## src/rtl/fetch_unit.sv

```systemverilog
// fetch_unit
// Instruction fetch stage. Owns the program counter, reads a word-indexed
// instruction memory with one-cycle latency and hands {instr, pc, fault}
// entries to decode through a small valid/ready prefetch queue.
// Supports redirect/flush, back-pressure, alignment/range faults and a
// memory load port.
module fetch_unit #(
  parameter int              XLEN       = 32,
  parameter int              MEM_DEPTH  = 64,
  parameter int              FIFO_DEPTH = 2,
  parameter logic [XLEN-1:0] RESET_PC   = {XLEN{1'b0}}
) (
  input  logic                         clk,
  input  logic                         rst,
  input  logic                         imem_we,
  input  logic [$clog2(MEM_DEPTH)-1:0] imem_addr,
  input  logic [XLEN-1:0]              imem_wdata,
  input  logic                         redirect_valid,
  input  logic [XLEN-1:0]              redirect_pc,
  output logic                         out_valid,
  input  logic                         out_ready,
  output logic [XLEN-1:0]              out_instr,
  output logic [XLEN-1:0]              out_pc,
  output logic                         out_fault
);

  localparam int AW = $clog2(MEM_DEPTH);
  localparam int PW = (FIFO_DEPTH > 1) ? $clog2(FIFO_DEPTH) : 1;
  localparam int CW = $clog2(FIFO_DEPTH + 1);
  localparam int OW = CW + 1;

  localparam logic [XLEN-1:0] NOP_INSTR = XLEN'(32'h0000_0013);
  localparam logic [XLEN-1:0] PC_STEP   = XLEN'(32'd4);
  localparam logic [XLEN-1:0] MEM_WORDS = XLEN'(MEM_DEPTH);
  localparam logic [PW-1:0]   LAST_PTR  = PW'(FIFO_DEPTH - 1);
  localparam logic [OW-1:0]   DEPTH_OCC = OW'(FIFO_DEPTH);

  // A fetch address is unusable if it is not word-aligned or lies past the
  // last memory word.
  function automatic logic pc_fault_f(input logic [XLEN-1:0] pc);
    logic misaligned_s;
    logic out_of_range_s;
    misaligned_s   = (pc[1:0] != 2'b00);
    out_of_range_s = ((pc >> 2) >= MEM_WORDS);
    return misaligned_s | out_of_range_s;
  endfunction

  // Circular pointer advance; the queue depth need not be a power of two.
  function automatic logic [PW-1:0] ptr_inc_f(input logic [PW-1:0] ptr);
    logic [PW-1:0] nxt_s;
    if (ptr == LAST_PTR) begin
      nxt_s = {PW{1'b0}};
    end else begin
      nxt_s = ptr + PW'(1);
    end
    return nxt_s;
  endfunction

  // Program counter and halt flag
  logic [XLEN-1:0] pc_r;
  logic            halted_r;

  // Single in-flight read slot; the instruction word itself lands in rdata_r
  logic            infl_valid_r;
  logic [XLEN-1:0] infl_pc_r;
  logic            infl_fault_r;
  logic [XLEN-1:0] rdata_r;

  // Instruction memory (contents survive reset)
  logic [XLEN-1:0] mem_r [0:MEM_DEPTH-1];

  // Prefetch queue
  logic [XLEN-1:0] fifo_instr_r [0:FIFO_DEPTH-1];
  logic [XLEN-1:0] fifo_pc_r    [0:FIFO_DEPTH-1];
  logic            fifo_fault_r [0:FIFO_DEPTH-1];
  logic [PW-1:0]   rd_ptr_r;
  logic [PW-1:0]   wr_ptr_r;
  logic [CW-1:0]   count_r;

  // Combinational control
  logic            head_valid_s;
  logic            pop_raw_s;
  logic            pop_s;
  logic            push_s;
  logic [OW-1:0]   occ_s;
  logic            issue_s;
  logic            issue_fault_s;
  logic [AW-1:0]   rd_idx_s;
  logic [XLEN-1:0] push_instr_s;

  // Queue handshake, occupancy look-ahead and the issue decision. The
  // look-ahead counts the in-flight read as already occupying a slot, so
  // the queue can never overflow. A redirect discards same-cycle pop/push.
  always_comb begin
    head_valid_s  = (count_r != {CW{1'b0}});
    pop_raw_s     = head_valid_s & out_ready;
    pop_s         = pop_raw_s & ~redirect_valid;
    push_s        = infl_valid_r & ~redirect_valid;
    occ_s         = OW'(count_r) + OW'(infl_valid_r) - OW'(pop_raw_s);
    issue_fault_s = pc_fault_f(pc_r);
    rd_idx_s      = pc_r[2 +: AW];
    if (rst || redirect_valid || halted_r) begin
      issue_s = 1'b0;
    end else begin
      issue_s = (occ_s < DEPTH_OCC);
    end
    if (infl_fault_r) begin
      push_instr_s = NOP_INSTR;
    end else begin
      push_instr_s = rdata_r;
    end
  end

  // Decode-facing view of the queue head; all fields zero when empty.
  always_comb begin
    out_valid = head_valid_s;
    if (head_valid_s) begin
      out_instr = fifo_instr_r[rd_ptr_r];
      out_pc    = fifo_pc_r[rd_ptr_r];
      out_fault = fifo_fault_r[rd_ptr_r];
    end else begin
      out_instr = {XLEN{1'b0}};
      out_pc    = {XLEN{1'b0}};
      out_fault = 1'b0;
    end
  end

  // PC advance on issue, reload on redirect; a faulting issue halts fetch
  // until the next redirect.
  always_ff @(posedge clk) begin
    if (rst) begin
      pc_r     <= RESET_PC;
      halted_r <= 1'b0;
    end else if (redirect_valid) begin
      pc_r     <= redirect_pc;
      halted_r <= 1'b0;
    end else if (issue_s) begin
      pc_r     <= pc_r + PC_STEP;
      halted_r <= issue_fault_s;
    end else begin
      pc_r     <= pc_r;
      halted_r <= halted_r;
    end
  end

  // In-flight slot tracks the read issued last cycle.
  always_ff @(posedge clk) begin
    if (rst || redirect_valid) begin
      infl_valid_r <= 1'b0;
      infl_pc_r    <= {XLEN{1'b0}};
      infl_fault_r <= 1'b0;
    end else begin
      infl_valid_r <= issue_s;
      if (issue_s) begin
        infl_pc_r    <= pc_r;
        infl_fault_r <= issue_fault_s;
      end else begin
        infl_pc_r    <= infl_pc_r;
        infl_fault_r <= infl_fault_r;
      end
    end
  end

  // Memory load port and registered read; a same-cycle write to the read
  // index is seen only by later reads.
  always_ff @(posedge clk) begin
    if (imem_we) begin
      mem_r[imem_addr] <= imem_wdata;
    end
    if (issue_s) begin
      rdata_r <= mem_r[rd_idx_s];
    end
  end

  // Queue storage: the completed read is written at the tail.
  always_ff @(posedge clk) begin
    if (rst) begin
      for (int i = 0; i < FIFO_DEPTH; i++) begin
        fifo_instr_r[i] <= {XLEN{1'b0}};
        fifo_pc_r[i]    <= {XLEN{1'b0}};
        fifo_fault_r[i] <= 1'b0;
      end
    end else if (push_s) begin
      fifo_instr_r[wr_ptr_r] <= push_instr_s;
      fifo_pc_r[wr_ptr_r]    <= infl_pc_r;
      fifo_fault_r[wr_ptr_r] <= infl_fault_r;
    end
  end

  // Queue pointers and occupancy; a redirect empties the queue.
  always_ff @(posedge clk) begin
    if (rst || redirect_valid) begin
      rd_ptr_r <= {PW{1'b0}};
      wr_ptr_r <= {PW{1'b0}};
      count_r  <= {CW{1'b0}};
    end else begin
      if (pop_s) begin
        rd_ptr_r <= ptr_inc_f(rd_ptr_r);
      end
      if (push_s) begin
        wr_ptr_r <= ptr_inc_f(wr_ptr_r);
      end
      case ({push_s, pop_s})
        2'b10:   count_r <= count_r + CW'(1);
        2'b01:   count_r <= count_r - CW'(1);
        default: count_r <= count_r;
      endcase
    end
  end

endmodule

```

## config.mk

```make
export PLATFORM = sky130hd
export DESIGN_NAME = fetch_unit
export DESIGN_NICKNAME = d
export VERILOG_FILES = /design/src/rtl/fetch_unit.sv
export SDC_FILE = /design/constraint.sdc
export NUM_CORES = 2
export LEC_CHECK = 0
export ABC_CLOCK_PERIOD_IN_PS = 7100
export CELL_PAD_IN_SITES_DETAIL_PLACEMENT = 0
export CELL_PAD_IN_SITES_GLOBAL_PLACEMENT = 1
export CORE_MARGIN = 2
export CORE_UTILIZATION = 50
export CTS_CLUSTER_DIAMETER = 150
export DETAILED_ROUTE_END_ITERATION = 12
export PLACE_DENSITY_LB_ADDON = 0.3
export SETUP_SLACK_MARGIN = 0.2
export SYNTH_ARGS = -nofsm -noshare
export SYNTH_HDL_FRONTEND = slang
export SYNTH_SLANG_ARGS = --single-unit
```

## constraint.sdc

```tcl
create_clock -name clk -period 7.1 [get_ports clk]
set_clock_uncertainty 0.2 [all_clocks]
set_input_delay 1.065 -clock clk [delete_from_list [all_inputs] [get_ports clk]]
set_output_delay 1.065 -clock clk [all_outputs]
set_load 0.05 [all_outputs]
```

==> impl_metrics.yaml <==
sta:
  fmax_ghz: 0.211
  tightest_slew_ns: 1.21
  rsz0062_at_grt: "false"
  setup_viol: 0
  tns_ns: 0
  hold_violations: 0
  min_period_over_period_pct: 66.8
  report.final.slew_viol_count: 0
  slew_headroom_pct: 19.3
  min_period_ns: 4.74
layout:
  design_area_um2: 99300
  fillCellCount: 12684
  drive_gt1_share_pct: 23.7
  final_nets: 4542
  post-route-util_pct: 57.2
  seq_area_um2: 67800
  multi_input_comb_area_um2: 18900
  syn_to_final_growth_pct: 13.7
hold_path:
  hold_class: "reg2reg"
  min_from: "infl_pc_r[16]"
synth:
  muxShareOfSynthArea_pct: 14.2
  synth_async_sr_flop_share_pct: 0
  synth_commonest_cells: "edfxtp_1, mux4_2, a22oi_1"
  synth_cell_types: 59
  synth_compound_area_share_pct: 3.44
  synthesis.area_um2: 87300
  synth_seq_cells: 2281
  yosysMostFrequentCell: "edfxtp_1"
  synth_fp_nets: 4292
  ys_top_cells_by_area: "edfxtp_1, mux4_2, a22oi_1"
  synth_enable_flop_cells: 2210
  synthSimpleGateAreaFrac_pct: 3.26
  ys.flop_type: "edfxtp_1"
  ys_warn_count: 0
  netlist_instances: 4212
  yosys.area.top_type: "edfxtp_1"
  syn_avg_cell_area_um2: 20.7
  synth-seq-area-share_pct: 77.6
  synth_xor_area_share_pct: 0.0502
  synth_fa_ha_area_share_pct: 0.0803
  synth_top_family_by_area: "multiplexers"
  synth_top_area_share_pct: 76.0
grt:
  grt_max_degree: 112
  antenna_found_initial: 14
  grt_pass1_vias: 42992
  grt_first_pass_wirelength_um: 315000
  grt_usage_pct: 24.7
  overflow: 0
floorplan:
  ioPinCount: 141
  die_h_um: 422
  rows: 153
  core_um2: 174000
  die_width_um: 422
  start_util_pct: 50.3
  die_area_um2: 178000
critical_path:
  required_ns: 5.83
  critPathKind: "reg2out"
  path_max_fanout: 34
  worstRegToRegCells: 13
  slowest_delay_ns: 0.88
  crit_chain: "buf_4 -> mux2i_1 -> nor2_1 -> clkdlybuf4s50_1"
  critPathCaptureType: "output pin"
  crit_path_start_kind: "flip-flop"
  crit_path_top_delay_cell: "clkdlybuf4s50_1"
  reg2reg_from: "count_r[1]"
  crit_end: "out_pc[7]"
  rrSetupSlack_ns: 2.56
  r2r_end: "pc_r[26]"
  arrival_ns: 3.48
pwr:
  power.total_mw: 28.2
  powerDensity_nw_per_um2: 284
  peakVddDrop_mv: 0.320
  leakage_nw: 30.5
drt:
  routed_via_density: 6.21
  wire_per_inst_um: 31.4
  vias: 43300
  first_pass_iters: 5
  ant_nets: 0
  drt-initial-drc-count: 5985
  remaining_drc_errors: 0
  drt-total-wl_um: 219000
placement:
  place_congestion: 0.872
  placed_area_um2: 92200
  io_buffers: 140
  hpwl_um: 123000
clocking:
  cts_tree: "yes"
  clock_sinks: 2281
  root_buffer: "clkbuf_16"
  cts_setup_buffers: 0
  cts_buffers: 218
  cts_max_path_buffers: 3
  clkLatencyLatePin_ns: 0.87
  h-tree-depth: 4
  cts_hold_buf: 0
  path_clk_slew_ns: 0.06
  cts_resized: 0
job:
  maxCapViolCount: 0
run_status:
  status: "finished clean"
==> registers in the layout (all words and copies together), names as in the netlist, 2 cells and up, named ones only <==
| signal | cells |
|---|---|
| fifo_pc_r | 64 |
| mem_r | 2048 |
| infl_pc_r | 32 |
| fifo_instr_r | 64 |
| fifo_fault_r | 2 |
| count_r | 2 |
| pc_r | 32 |
| rdata_r | 32 |
==> critical path: cells and delay by family (launching register included) <==
kind	cells	cell delay [ns]
muxes	1	0.15
buffers and inverters	2	1.48
DFF	1	0.72
and+or+nand+nor	1	0.19
==> cell usage in the layout, fill, tap and decap left out, types with 7 or more instances in the layout <==
cell	n
mux2i_1	78
clkbuf_16	219
edfxtp_1	2210
nand2_1	132
nor2_4	64
o211ai_1	7
buf_2	29
clkinv_2	51
or4_1	33
a31oi_1	22
clkbuf_1	40
dfxtp_1	67
and3_1	9
clkinv_1	44
inv_1	15
bufinv_16	21
and4_1	8
mux2_2	9
clkdlybuf4s50_1	108
o21ai_0	23
buf_12	12
a22oi_1	235
a21oi_1	146
and2_1	73
nand2b_1	7
nand3_1	42
nor2_1	159
nand4_1	15
buf_4	137
mux4_2	512
nor4_1	10
or3_1	10
==> where the power goes <==
group | internal (mW) | switching, mW | total, mW
clock network | 6.51 | 5.02 | 11.5
logic | 0.615 | 1.09 | 1.70
registers | 14.9 | 0.0778 | 15.0
==> how the worst min path moves through the flow <==
stage | to | slack, ns | cells past startpoint
3_3_place_gp | infl_pc_r[14] | 0.25 | 2
5_1_grt | infl_pc_r[14] | 0.28 | 2
3_5_place_dp | infl_pc_r[16] | 0.26 | 2
2_1_floorplan | infl_pc_r[21] | 0.23 | 2
6_report | infl_pc_r[16] | 0.26 | 2
4_1_cts | infl_pc_r[16] | 0.27 | 2
==> stage by stage <==
stage,hold slack (ns),setup WS (ns),std cells
6_report,0.261,2.36,6972
5_1_grt,0.285,2.21,6970
4_1_cts,0.265,2.26,6970
3_5_place_dp,0.256,1.58,6567
3_3_place_gp,0.248,1.58,6567
2_1_floorplan,0.234,0.464,4212
==> area by class of cell <==
class	instances	area share [%]
Sequential cell	2281	68.3
Multi-Input combinational cell	1659	19.0
Clock buffer	265	5.75
Tap cell	2325	2.93
Timing Repair Buffer	286	2.51
Clock inverter	138	1.41
Inverter	16	0.0605
Antenna cell	2	0.00504
==> routing by layer <==
metal	global-route usage [%]	vias to the layer above	share of wire [%]	wire, um
li1	-	18020	-	-
met1	35.1	23041	40	88500
met2	38.7	1911	48	105000
met3	4.41	326	8.0	17600
met4	9.16	2	3.8	8300
met5	0	-	0.0041	9
==> cell families (layout without fill, tap and decap cells) <==
group / count (synthesis) / count (layout)
simple gates: 592 / 592
other cells: 0 / 2
xor+xnor: 5 / 5
flops: 2281 / 2281
buf+inv: 272 / 705
compound gates: 458 / 458
mux: 599 / 599
fa+ha+maj: 5 / 5
Power figures use the tool's default switching activity.
